--- config.mk ---
export PLATFORM = sky130hd
export DESIGN_NAME = reg_check_monitor
export DESIGN_NICKNAME = d
export VERILOG_FILES = /design/src/rtl/reg_check_pkg.sv /design/src/rtl/reg_check_cmp.sv /design/src/rtl/reg_check_monitor.sv
export SDC_FILE = /design/constraint.sdc
export NUM_CORES = 1
export LEC_CHECK = 0
export CORE_ASPECT_RATIO = 0.8
export CORE_MARGIN = 8
export CORE_UTILIZATION = 40
export CTS_CLUSTER_DIAMETER = 30
export DETAILED_ROUTE_END_ITERATION = 8
export HOLD_SLACK_MARGIN = 0.12
export PLACE_DENSITY_LB_ADDON = 0.05
export SYNTH_ARGS = -nofsm -noshare
export SYNTH_HDL_FRONTEND = slang
export SYNTH_SLANG_ARGS = --single-unit
--- constraint.sdc ---
create_clock -name clk -period 32 [get_ports clk]
set_input_delay 3.2 -clock clk [delete_from_list [all_inputs] [get_ports clk]]
set_output_delay 3.2 -clock clk [all_outputs]
set_load 0.005 [all_outputs]
--- src/rtl/reg_check_pkg.sv ---
// reg_check_pkg: FSM state encoding and default parameter values for the register check monitor
package reg_check_pkg;
   typedef enum logic [1:0] {IDLE, COUNT, COMPARE, DONE} state_t;
   localparam int NUM_CH_DEF  = 5;
   localparam int DATA_W_DEF  = 32;
   localparam int CYCLE_W_DEF = 32;
endpackage

--- src/rtl/reg_check_cmp.sv ---
// reg_check_cmp: single-channel registered comparator stage that accumulates per-channel mismatches
module reg_check_cmp #(
   parameter int NUM_CH = 5,
   parameter int DATA_W = 32,
   parameter int IDX_W  = 3
) (
   input  logic              clk,
   input  logic              reset,
   input  logic              clr,
   input  logic              en,
   input  logic [IDX_W-1:0]  idx,
   input  logic [DATA_W-1:0] act_v,
   input  logic [DATA_W-1:0] exp_v,
   input  logic              chk,
   output logic              hit,
   output logic [NUM_CH-1:0] fail_mask
);
   assign hit = en && chk && (act_v != exp_v);
   // Sticky mismatch bit for the channel currently selected by idx
   always_ff @(posedge clk or posedge reset)
      if (reset) fail_mask <= '0;
      else if (clr) fail_mask <= '0;
      else if (hit) fail_mask[idx] <= 1'b1;
endmodule

--- src/rtl/reg_check_monitor.sv ---
// reg_check_monitor: snapshots channels at a chosen run cycle and compares them one per clock; REG_CHECK_TRACE_EN enables a simulation trace
module reg_check_monitor
   import reg_check_pkg::*;
#(
   parameter int NUM_CH  = NUM_CH_DEF,
   parameter int DATA_W  = DATA_W_DEF,
   parameter int CYCLE_W = CYCLE_W_DEF
) (
   input  logic                     clk,
   input  logic                     reset,
   input  logic                     start,
   input  logic [CYCLE_W-1:0]       check_cycle,
   input  logic [31:0]              pc_in,
   input  logic [NUM_CH*DATA_W-1:0] ch_data,
   input  logic [NUM_CH*DATA_W-1:0] exp_data,
   input  logic [NUM_CH-1:0]        ch_mask,
   output logic                     busy,
   output logic                     done,
   output logic                     pass,
   output logic [NUM_CH-1:0]        fail_mask,
   output logic [CYCLE_W-1:0]       cycle_count,
   output logic [31:0]              pc_snap
);
   localparam int IDX_W = (NUM_CH > 1) ? $clog2(NUM_CH) : 1;
   state_t state, state_nx;
   logic [IDX_W-1:0] idx;
   logic [NUM_CH*DATA_W-1:0] snap_data, snap_exp;
   logic [NUM_CH-1:0] snap_mask;
   logic [DATA_W-1:0] act_v, exp_v;
   logic snap, last, hit, launch;
   assign launch = (state == IDLE || state == DONE) && start;
   assign snap   = state == COUNT && (cycle_count == check_cycle || check_cycle == '0);
   assign last   = state == COMPARE && idx == IDX_W'(NUM_CH - 1);
   assign busy   = state == COUNT || state == COMPARE;
   assign done   = state == DONE;
   assign act_v  = snap_data[idx*DATA_W +: DATA_W];
   assign exp_v  = snap_exp[idx*DATA_W +: DATA_W];
   // State register
   always_ff @(posedge clk or posedge reset)
      if (reset) state <= IDLE;
      else state <= state_nx;
   // Next-state: start only counts when idle or finished
   always_comb begin
      state_nx = state;
      state_nx = launch ? COUNT : snap ? COMPARE : last ? DONE : state;
   end
   // Run counter, snapshot capture, compare index and final verdict
   always_ff @(posedge clk or posedge reset)
      if (reset) begin
         cycle_count <= '0;
         pc_snap     <= '0;
         pass        <= 1'b0;
         idx         <= '0;
         snap_data   <= '0;
         snap_exp    <= '0;
         snap_mask   <= '0;
      end else begin
         if (launch) begin
            cycle_count <= CYCLE_W'(1);
            pass        <= 1'b0;
         end else if (state == COUNT && ~&cycle_count) cycle_count <= cycle_count + 1'b1;
         if (snap) begin
            pc_snap   <= pc_in;
            snap_data <= ch_data;
            snap_exp  <= exp_data;
            snap_mask <= ch_mask;
            idx       <= '0;
         end else if (state == COMPARE) idx <= idx + 1'b1;
         if (last) pass <= (fail_mask == '0) && !hit;
      end
   reg_check_cmp #(.NUM_CH(NUM_CH), .DATA_W(DATA_W), .IDX_W(IDX_W)) u_cmp (
      .clk(clk), .reset(reset), .clr(snap), .en(state == COMPARE), .idx(idx),
      .act_v(act_v), .exp_v(exp_v), .chk(snap_mask[idx]), .hit(hit), .fail_mask(fail_mask)
   );
`ifdef REG_CHECK_TRACE_EN
   // Trace each checked compare step and the final verdict
   always @(posedge clk) begin
      if (!reset && state == COMPARE && snap_mask[idx])
         $display("reg_check ch %0d act %h exp %h %s", idx, act_v, exp_v, hit ? "MISMATCH" : "OK");
      if (!reset && last)
         $display("reg_check cycle %0d pc %h %s", cycle_count, pc_snap, ((fail_mask == '0) && !hit) ? "PASS" : "FAIL");
   end
`endif
endmodule

=== Word level (Yosys, flattened, before mapping) ===
Index checks and enable logic that the tools add are counted.

* Equality and inequality tests: 6
* Reduce and logical (&&, ||, !) cells: 22
* $lt $le $gt $ge: 2
* Bitwise operators: 1
* Multiplexer cells: 15
* $add $sub $neg: 2
* Shift-type cells: 2

{| class="wikitable"
|+ Operators by type and width
! operator !! number
|-
| indexed part select 160 x 9 -> 32 bit || 2
|-
| two-way mux 32 bit || 2
|-
| adder 32 x 1 -> 32 bit, second input constant || 1
|-
| == test 32 bit || 1
|-
| zero test 32 bit || 1
|-
| != test 32 bit || 1
|-
| AND reduction 32 bit || 1
|-
| two-way mux 5 bit || 2
|-
| logical AND 1 bit || 8
|-
| nonzero test 2 bit || 4
|-
| two-way mux 2 bit || 3
|-
| two-way mux 3 bit || 2
|-
| zero test 5 bit || 1
|-
| OR 5 bit || 1
|-
| == test 2 bit, second input constant || 2
|-
| < comparator 3 x 4 -> 1 bit, second input constant || 1
|-
| two-way mux 1 bit || 4
|-
| adder 3 x 1 -> 3 bit, second input constant || 1
|-
| binary-select mux 1 bit (select 3 bit) || 1
|-
| demux 1 bit (select 3 bit) || 1
|-
| == test 3 bit, second input constant || 1
|-
| >= comparator 3 x 1 -> 1 bit, second input constant || 1
|-
| logical OR 1 bit || 3
|-
| nonzero test 3 bit || 1
|-
| 3 further kinds || 4
|}

* Bits in registers: 400
* Output and inout port bits: 72
* Logic and storage cells: 59
* Bits of input ports: 392

=== Longest topological paths before layout ===
* Depth after elaboration: 7
* Mapped depth: 14

=== Cells and area by module ===
A second synthesis with hierarchy kept.

* Cell total of the unflattened synthesis: 3227
* Area, all modules: 27626.5 sq um

{| class="wikitable"
|+ Modules (own cells, without submodules)
! module !! sequential area each (sq um) !! cells an instance !! instances !! area each (sq um)
|-
| reg_check_monitor || 9884.5 || 3157 || 1 || 27044.7
|-
| reg_check_cmp || 125.1 || 70 || 1 || 581.8
|}

=== Worst setup path before layout ===
OpenSTA, ideal clock, no wires.

* Path type: in2reg
* From: input port check_cycle[0]
* To: register pc_snap[0]
* Path slack: 26771 ps
* Buffers on the path: 3
* Data arrival time: 5104 ps
* Stages: 9
* Required time: 31875 ps
* Path through: xnor2_1 > nand4_1 > nor4_1 > a21oi_1 > nor2b_1 > clkbuf_1 > clkbuf_1 > clkbuf_1 > mux2_2

* Longest elaborated chain between the ends: 3
* Elaborated cells between the ends (all ways): 4

{| class="wikitable"
|+ RTL lines
! what !! RTL line !! text
|-
| from (decl) || reg_check_monitor.sv:12 || <nowiki>input logic [CYCLE_W-1:0] check_cycle,</nowiki>
|-
| == test 32 bit or zero test 32 bit (tied branches) || reg_check_monitor.sv:32 || <nowiki>assign snap = state == COUNT && (cycle_count == check_cycle || check_cycle == '0);</nowiki>
|-
| logical OR 1 bit (*) || reg_check_monitor.sv:32 ||
|-
| logical AND 1 bit (*) || reg_check_monitor.sv:32 ||
|-
| to (signal assigned) || reg_check_monitor.sv:63 || <nowiki>pc_snap <= pc_in;</nowiki>
|-
| to (decl) || reg_check_monitor.sv:22 || <nowiki>output logic [31:0] pc_snap</nowiki>
|}

Mark *: on every way between the ends. The rest lies on a longest branch, timed or not.
A chain may end at the register's enable or synchronous reset.

=== Worst setup path after layout ===
* From: input port check_cycle[20]
* To: register snap_exp[34]

* Longest elaborated chain between the ends: 3
* Elaborated cells between the ends (all ways): 4

{| class="wikitable"
|+ RTL lines
! what !! RTL line !! text
|-
| == test 32 bit or zero test 32 bit (tied branches) || reg_check_monitor.sv:32 ||
|-
| logical OR 1 bit (*) || reg_check_monitor.sv:32 ||
|-
| logical AND 1 bit (*) || reg_check_monitor.sv:32 ||
|-
| to (signal assigned) || reg_check_monitor.sv:65 || <nowiki>snap_exp <= exp_data;</nowiki>
|-
| to (decl) || reg_check_monitor.sv:27 || <nowiki>logic [NUM_CH*DATA_W-1:0] snap_data, snap_exp;</nowiki>
|}

Marks and branches as above.

==> reports/metrics.yaml <==
global_routing:
  antenna_found_initial: 16
  grt_max_degree: 193
  grt_pass1_vias: 15490
  grt_pass1_wl_um: 97900
  grt_overflow_total: 0
  grt.total_usage_pct: 23.5
detailed_routing:
  vias: 14503
  drt_pass1_iterations: 7
  viasPerCell: 5.32
  wl_per_cell_um: 24.3
  drc_errors: 0
  drt-initial-drc-count: 840
  ant_nets: 0
  wl_um: 66200
power:
  leakagePower_nw: 12.9
  ir_worst_vdd_uv: 78.7
  power_mw: 1.90
  p_per_area_mw_per_mm2: 68.3
worst_setup_path:
  critical_path.max_fanout: 192
  critPathKind: "primary input to flip-flop"
  worstPathRequired_ns: 32.49
  crit_arrival_ns: 6.75
  cp-end-kind: "flip-flop"
  startpoint_type: "primary input"
clock_tree:
  clk_pin_slew_worst_paths_ns: 0.04
  clkSinkCount: 400
  cts-resized-gates: 0
  cts_hold_buf: 0
  post-cts-setup-buffer-count: 0
  cts_buffers: 95
  cts_buffer_depth: 3
  cts_tree: "yes"
  htree_levels: 3
  cts_root_buf: "clkbuf_16"
  clock_latency_ns: 0.63
synthesis:
  netlist-cell-type-count: 76
  synth-edff-count: 0
  async_flop_share_pct: 100
  ys_ff_latch: 400
  ys_seq_area_share_pct: 51.8
  avgSynthCellArea_um2: 12.6
  syn-num-nets: 1931
  synth_area_mm2: 0.0193
  synth_cells: 1533
  synth_ff_type: "dfrtp_1"
  ys_warn_count: 0
timing:
  slew-limit-headroom_pct: 22.3
  max_freq_mhz: 160
  final_hold_viol_count: 0
  fin_tns_setup_ns: 0
  rsz0062_at_grt: "no"
  period_needed_ns: 6.25
  tightestPinTransition_ns: 1.17
  drv_slew: 0
  skew_ns: 0.0321
  worst_slack_ns: 25.75
  setup_viol: 0
  finalCritPeriodShare_pct: 19.5
die:
  core.rowCount: 72
  die_area_mm2: 0.0557
  ios: 464
  initial_utilization_pct: 40.3
  die_h_um: 213
  core-area_mm2: 0.0480
  die_x_um: 262
layout:
  area_growth_pct: 43.9
  final_cell_mix: "clkdlybuf4s50_1, dfrtp_1, mux2_2"
  nets: 2408
  fin_area_mm2: 0.0278
  mostFrequentLayoutCell: "clkdlybuf4s50_1"
  layout-drive-gt1-share_pct: 28.9
placement:
  place_area_mm2: 0.0245
  hpwl_um: 48000
  io_buffers: 463
  place_ws_ns: 25.18
  finalWeightedCongestion: 0.841
flow_run:
  cap_violations: 0
run_status:
  status: "completed"
hold_path:
  hp-class: "flip-flop to flip-flop"
cell usage after synthesis, types with 15 or more instances:
cell,count,share of area [%]
a21oi_1,55,1.4
a22oi_1,23,0.89
buf_2,25,0.65
clkbuf_1,57,1.1
dfrtp_1,400,52
inv_1,25,0.49
mux2_2,389,23
mux2i_1,55,2.8
nand2_1,43,0.83
nand4_1,17,0.55
nor2_1,62,1.2
o21ai_0,47,1.2
or3_1,15,0.49
xnor2_1,56,2.5
area by class of cell:
class | count | area, um2
Sequential cell | 400 | 10000
Antenna cell | 10 | 25.0
Clock inverter | 48 | 642
Fill cell | 3983 | 20200
Inverter | 26 | 105
Multi-Input combinational cell | 1005 | 8740
Timing Repair Buffer | 482 | 4800
Tap cell | 629 | 787
Clock buffer | 127 | 2700
critical path: stages:
cell             delay, ns
clkdlybuf4s50_1       0.49
xnor2_1               0.26
nand4_1               0.10
nor4_1                0.27
a21oi_1               0.15
nor2b_4               0.15
buf_12                0.58
buf_4                 0.83
mux2_2                0.42
worst paths after layout:
check                                     start            endpoint  slack (ns)  depth (start not counted)
worst max-delay path            check_cycle[20]        snap_exp[34]       25.75                          9
worst min-delay path              snap_exp[105]       snap_exp[105]        0.50                          1
worst max register to register           idx[0]  u_cmp.fail_mask[1]       26.98                         10
worst min register to register    snap_exp[105]       snap_exp[105]        0.50                          1
max in group asynchronous                 reset       snap_data[20]       26.36                          4
min in group asynchronous                 reset         pc_snap[14]        3.21                          2
stage by stage:
step / util (%) / hold WS (ns) / std cells
6_report: 58.0 / 0.496 / 2727
5_1_grt: 57.9 / 0.508 / 2726
4_1_cts: 57.9 / 0.498 / 2717
3_5_place_dp: 50.9 / 0.488 / 2542
3_3_place_gp: 50.9 / 0.482 / 2542
2_1_floorplan: - / 0.472 / 1533
kinds of logic after synthesis:
| family | share of synthesized area [%] |
|---|---|
| simple gates | 6.87 |
| flops | 51.8 |
| buf+inv | 3.15 |
| mux | 26.5 |
| xor+xnor | 2.85 |
| compound gates | 8.45 |
| fa+ha+maj | 0.388 |
flip-flops by register name, summed over array words and instances (netlist names):
register         cells
u_cmp.fail_mask      5
snap_data          160
state                2
snap_exp           160
cycle_count         32
snap_mask            5
idx                  3
pass                 1
pc_snap             32
power breakdown:
| part | internal (mW) | switching (mW) |
|---|---|---|
| sequential | 0.529 | 0.00850 |
| clock | 0.688 | 0.306 |
| combinational | 0.176 | 0.195 |
per-layer routing:
metal	vias to the layer above	routed length (um)	track usage, %
met3	87	3690	5.89
li1	6655	-	-
met1	7320	29300	31.0
met2	429	31900	37.6
met4	12	1280	7.45
met5	-	86	0
(Power assumes the default switching activity.)
==> edit 1, RTL diff (same flow settings) <==
The package constant `CYCLE_W_DEF` goes from 32 to 28.
--- a/src/rtl/reg_check_pkg.sv
+++ b/src/rtl/reg_check_pkg.sv
@@ -4,5 +4,5 @@
    localparam int NUM_CH_DEF  = 5;
    localparam int DATA_W_DEF  = 32;
-   localparam int CYCLE_W_DEF = 32;
+   localparam int CYCLE_W_DEF = 28;
 endpackage
 
Interface: changed (resized check_cycle and cycle_count); port bits go from 464 to 456. The function was not compared with the original's and may differ.
==> edit 1 against the original RTL <==
- wire length shrank 5.4%
- sequential cell count down 4
- sequential share of layout area rose by 0.42 points
- core utilization increased by 0.20 points
- synthesized area down 2.4%
- largest cell class unchanged
- first-iteration DRC count rose by 2.7%
- synthesized cell count decreased by 4.9%
- setup slack got worse by 1.1 ns
- cell area decreased by 2.2%
Power is not compared: it rests on default switching activity, and its combinational part moved more than twofold at a synthesized area within 25%.
==> edit 1: results (changes against the original RTL) <==
Route
  – Iter 0 DRT Violations: 863 (+2.7%)
  – Final wirelength: 62600 um (-5.4%)
  – Drt first pass iters: 5 (-2)
  – Via density: 5.33 (+0.25%)
  – DR WL/cell: 23.7 um (-2.2%)

Global route
  – GR Util met2: 36.1% (-1.5 points)
  – Largest net degree at the start of global routing: 185 (-4.1%)
  – First-pass GRT wire length: 95200 um (-2.7%)
  – Initial antenna violation count: 9 (-7)
  – Met1 Use GR: 30.6% (-0.45 points)
  – Vias in the first global route: 15.2k (-1.6%)
  – GR met3 Demand/Resource: 6.84% (+0.94 points)
  – Gr usage total: 22.7% (-0.72 points)

CTS
  – Post-cts sizing count: 0 (unchanged)
  – Clk_lat worst skew: 0.63 ns (about the same)
  – H-tree depth: 3 (unchanged)
  – Root buffer cell: clkbuf_16
  – CTS max path bufs: 3 (unchanged)
  – Reg clk slew, reported paths: 0.04 ns (about the same)
  – # Post-CTS Setup Buffers: 0 (unchanged)
  – CTS Buf Count: 95 (unchanged)

Place
  – HPWL Detailed: 45100 um (-6.0%)
  – Placed cell areas: 24000 um2 (-2.0%)
  – Number of port buffers: 455 (-1.7%)
  – Placer Congestion: 0.896 (+6.5%)
  – Dpl cells: 2465 (-3.0%)

Synth
  – Syn nets: 1852 (-4.1%)
  – Top post-synthesis cells by area: dfrtp_1 (52%), mux2_2 (22%), xnor2_1 (3.0%), mux2i_1 (2.2%), mux4_2 (2.0%)
  – Syn avg cell area: 12.9 um2 (+2.7%)
  – Seq/Total Area, Yosys: 52.5% (+0.73 points)
  – Commonest cells post-synth: dfrtp_1 (396), mux2_2 (370), xnor2_1 (65)
  – Yosys cell types: 73 (-3.9%)
  – Fraction of registers with async set/reset: 100% (unchanged)
  – Yosys warnings: 0 (unchanged)

Hold path
  – Worst Hold Class: reg2reg

Finish
  – Share of layout cells above drive strength 1: 29.0% (+0.070 points)
  – Fill count: 3837 (-3.7%)
  – Largest regs: snap_data (160), snap_exp (160), pc_snap (32)
  – Layout net count: 2336 (-3.0%)

STA
  – Slew margin rel.: 28.5% (+6.1 points)
  – Worst Skew: 0.0238 ns (-0.00831 ns)

Critical path
  – WP data arrival: 7.84 ns (+1.09 ns)
  – Largest fanout on the critical path: 80 (-58%)
  – Slowest stage cell, crit path: buf_4
  – Top Family by Delay on Critical Path: buffers and inverters
  – CP peak stage delay: 0.93 ns (+0.10 ns)

Power
  – Pleak: 0.0124 uW
  – Worst VDD drop: between 0.00004 and 0.00005 V
  – P_int: about 1200 uW

Outcome
  – Run status: complete, no violations
edit 1: metrics by stage:
stage               utilization [%]  total power [uW]  setup WS [ns]
detailed placement             51.2               573          24.04
floorplan                         -               520          17.79
global placement               51.2               573          24.13
finish                         58.2              1530          24.65
global route                   58.1              1580          24.34
CTS                            58.1              1550          24.69
edit 1: final timing paths:
kind | startpoint | end | slack [ns] | cells past startpoint
worst max register to register | cycle_count[23] | u_cmp.fail_mask[4] | 27.25 | 11
max in group asynchronous | reset | idx[1] | 26.36 | 4
worst max-delay path | check_cycle[7] | u_cmp.fail_mask[4] | 24.65 | 12
worst min-delay path | snap_data[92] | snap_data[92] | 0.50 | 1
worst min register to register | snap_data[92] | snap_data[92] | 0.50 | 1
min in group asynchronous | reset | snap_data[2] | 3.18 | 2
edit 1: area by class of cell:
class | count | area [um2] | area share (%)
Tap cell | 620 | 776 | 2.85
Clock buffer | 115 | 2550 | 9.38
Clock inverter | 54 | 693 | 2.55
Timing Repair Buffer | 473 | 4700 | 17.3
Multi-Input combinational cell | 957 | 8490 | 31.2
Sequential cell | 396 | 9920 | 36.4
Inverter | 19 | 78.8 | 0.290
Antenna cell | 4 | 10.0 | 0.0368
edit 1: logic make-up after synthesis:
| family | synth area share [%] |
|---|---|
| flip-flops | 52.5 |
| AND/OR/NAND/NOR | 6.95 |
| adder cells (fa/ha/maj) | 0.398 |
| AO/OA/AOI/OAI | 6.66 |
| XOR/XNOR | 4.50 |
| multiplexers | 26.4 |
| buffers and inverters | 2.57 |
edit 1: per-layer routing:
layer / vias up / share of wire (%)
met3: 92 / 6.7
met2: 447 / 47
li1: 6369 / -
met5: - / 0.14
met4: 14 / 1.4
met1: 7143 / 44
edit 1: power groups by stage:
stage          Combinational [uW]  Sequential [uW]  Clock [uW]
5_1_grt                      67.8              502        1010
3_3_place_gp                 63.4              510           0
4_1_cts                      64.1              502         984
3_5_place_dp                 63.6              510           0
2_1_floorplan                9.41              510           0
6_report                     63.1              503         967
==> edit 2, RTL diff (config.mk and constraints unchanged) <==
Without the edit above. Encoding of `state_t`: now Gray code (2 bits for 4 states).
--- a/src/rtl/reg_check_pkg.sv
+++ b/src/rtl/reg_check_pkg.sv
@@ -1,5 +1,5 @@
 // reg_check_pkg: FSM state encoding and default parameter values for the register check monitor
 package reg_check_pkg;
-   typedef enum logic [1:0] {IDLE, COUNT, COMPARE, DONE} state_t;
+   typedef enum logic [1:0] {IDLE = 2'b00, COUNT = 2'b01, COMPARE = 2'b11, DONE = 2'b10} state_t;
    localparam int NUM_CH_DEF  = 5;
    localparam int DATA_W_DEF  = 32;
Formal check against the unedited RTL: same outputs for any inputs over 4 cycles, from zero or initial values and one cycle with reset high; so few cycles prove little.
==> edit 2 against the original RTL <==
- sequential cell count did not move
- cell area decreased by 2.8%
- register-to-register slack better by 0.77 ns
- die area down 4.1%
- setup slack got worse by 0.34 ns
- synthesized area decreased by 4.4%
- wire length is 7.3% higher
Power is not compared: it rests on default switching activity, and its combinational part moved more than twofold at a synthesized area within 25%.
==> edit 2: results (changes against the original RTL) <==
Synth
  – Yosys cell types: 52 (-32%)
  – Syn nets: 2464 (+28%)
  – Top post-synthesis cells by area: dfrtp_1 (54%), nand2_1 (21%), xnor2_1 (3.2%), mux2i_1 (2.6%), mux2_2 (2.5%)
  – Yosys warnings: 0 (unchanged)
  – Seq/Total Area, Yosys: 54.1% (+2.4 points)
  – Syn avg cell area: 8.94 um2 (-29%)
  – Commonest cells post-synth: nand2_1 (1024), dfrtp_1 (400), clkbuf_1 (81)
  – Fraction of registers with async set/reset: 100% (unchanged)

Critical path
  – R2R Setup Slk: 27.75 ns (+0.77 ns)
  – Reg2reg path depth: 9 (-1)
  – WP data arrival: 7.13 ns (+0.38 ns)
  – Largest fanout on the critical path: 75 (-61%)
  – Reg2reg end: u_cmp.fail_mask[1]
  – Worst r2r src: idx[1]

Place
  – Dpl cells: 3036 (+19%)
  – Placer Congestion: 0.895 (+6.4%)
  – Pre-CTS setup slack: 24.77 ns (-0.412 ns)
  – HPWL Detailed: 50700 um (+5.6%)

Finish
  – Layout net count: 2913 (+21%)
  – Share of layout cells above drive strength 1: 9.63% (-19 points)

Global route
  – Vias in the first global route: 16.9k (+9.0%)
  – Gr usage total: 26.0% (+2.5 points)
  – Initial antenna violation count: 7 (-9)
  – First-pass GRT wire length: 107000 um (+9.1%)
  – Largest net degree at the start of global routing: 188 (-2.6%)

Hold path
  – WHS Endpoint: snap_exp[53]
  – Worst Hold Class: reg2reg
  – Hold Path Stages: 2 (+1)
  – Hold wc startpoint: snap_exp[53]

CTS
  – Root buffer cell: clkbuf_16
  – H-tree depth: 3 (unchanged)
  – Post-cts sizing count: 0 (unchanged)
  – CTS Buf Count: 92 (-3.2%)
  – # Post-CTS Setup Buffers: 0 (unchanged)
  – Clk_lat worst skew: around 0.62 ns

Route
  – Drt first pass iters: 5 (-2)
  – Iter 0 DRT Violations: 1491 (+78%)
  – DR vias: 16.5k (+13%)
  – DR WL/cell: 22.1 um (-8.9%)
  – Via density: 5.12 (-3.7%)

STA
  – Worst-margin pin slew: 1.08 ns (-0.0841 ns)
  – Worst Skew: 0.0195 ns (-0.0126 ns)

Power
  – Pleak: 0.0132 uW
  – Psw: 364 uW

Outcome
  – Run status: complete, no violations
-- edit 2: changes by cell type after synthesis, sizes merged, moves of 18 or more --
cell	change
nand2	+981
mux2	-348
a21oi	-34
a22oi	+33
o21ai	-32
o221ai	+29
clkbuf	+24
nor2	-18
-- edit 2: power groups by stage --
stage	Sequential (uW)	Clock [uW]	Combinational, uW
floorplan	536	0	28.9
global placement	542	0	107
detailed placement	542	0	107
CTS	534	1070	108
global route	535	1100	116
finish	534	1060	107
-- edit 2: cell families after synthesis --
family | after synthesis | share of synthesized area (%)
adders and majority gates | 3 | 0.203
muxes | 100 | 6.25
and+or+nand+nor | 1180 | 25.6
buffers and inverters | 135 | 3.19
xor gates and xnor gates | 86 | 4.07
DFF | 400 | 54.1
AOI/OAI and AO/OA | 165 | 6.59
-- edit 2: worst max-delay path by stage --
stage	startpoint	end	slack, ns	cells past startpoint
3_3_place_gp	check_cycle[5]	snap_data[87]	24.75	10
5_1_grt	check_cycle[1]	snap_data[140]	25.07	10
2_1_floorplan	reset	cycle_count[0]	17.68	1
4_1_cts	check_cycle[10]	snap_data[81]	25.39	10
3_5_place_dp	check_cycle[10]	snap_data[81]	24.77	10
6_report	check_cycle[1]	snap_data[105]	25.41	10
-- edit 2: cell type report --
class | count | area [um2]
Fill cell | 4008 | 18600
Sequential cell | 400 | 10000
Multi-Input combinational cell | 1534 | 7910
Timing Repair Buffer | 480 | 4770
Clock buffer | 120 | 2640
Clock inverter | 53 | 876
Tap cell | 612 | 766
Inverter | 10 | 52.6
Antenna cell | 2 | 5.00
-- edit 2: worst max-delay path: stages --
cell and delay [ns]:
clkdlybuf4s50_1 0.44, xnor2_1 0.23, nand4_1 0.11, nor4_1 0.36
a21oi_1 0.16, nor2_4 0.81, buf_4 0.77, buf_4 0.73
nand2_1 0.13, nand2_1 0.09
-- edit 2: per-layer routing --
layer	up-vias	GRT usage, %	routed length [um]	share of wire, %
met5	-	0	22	0.031
li1	7704	-	-	-
met4	4	6.27	1200	1.7
met1	8118	35.9	32100	45
met2	549	40.5	32800	46
met3	78	7.00	4920	6.9
-- edit 2: stage by stage --
step | area, um2 | utilization [%] | hold slack, ns
after floorplan | 18500 | - | 0.438
after global placement | 23500 | 51.5 | 0.450
after detailed placement | 23500 | 51.5 | 0.455
after CTS | 27000 | 59.3 | 0.467
after global routing | 27000 | 59.3 | 0.483
final | 27000 | 59.3 | 0.468
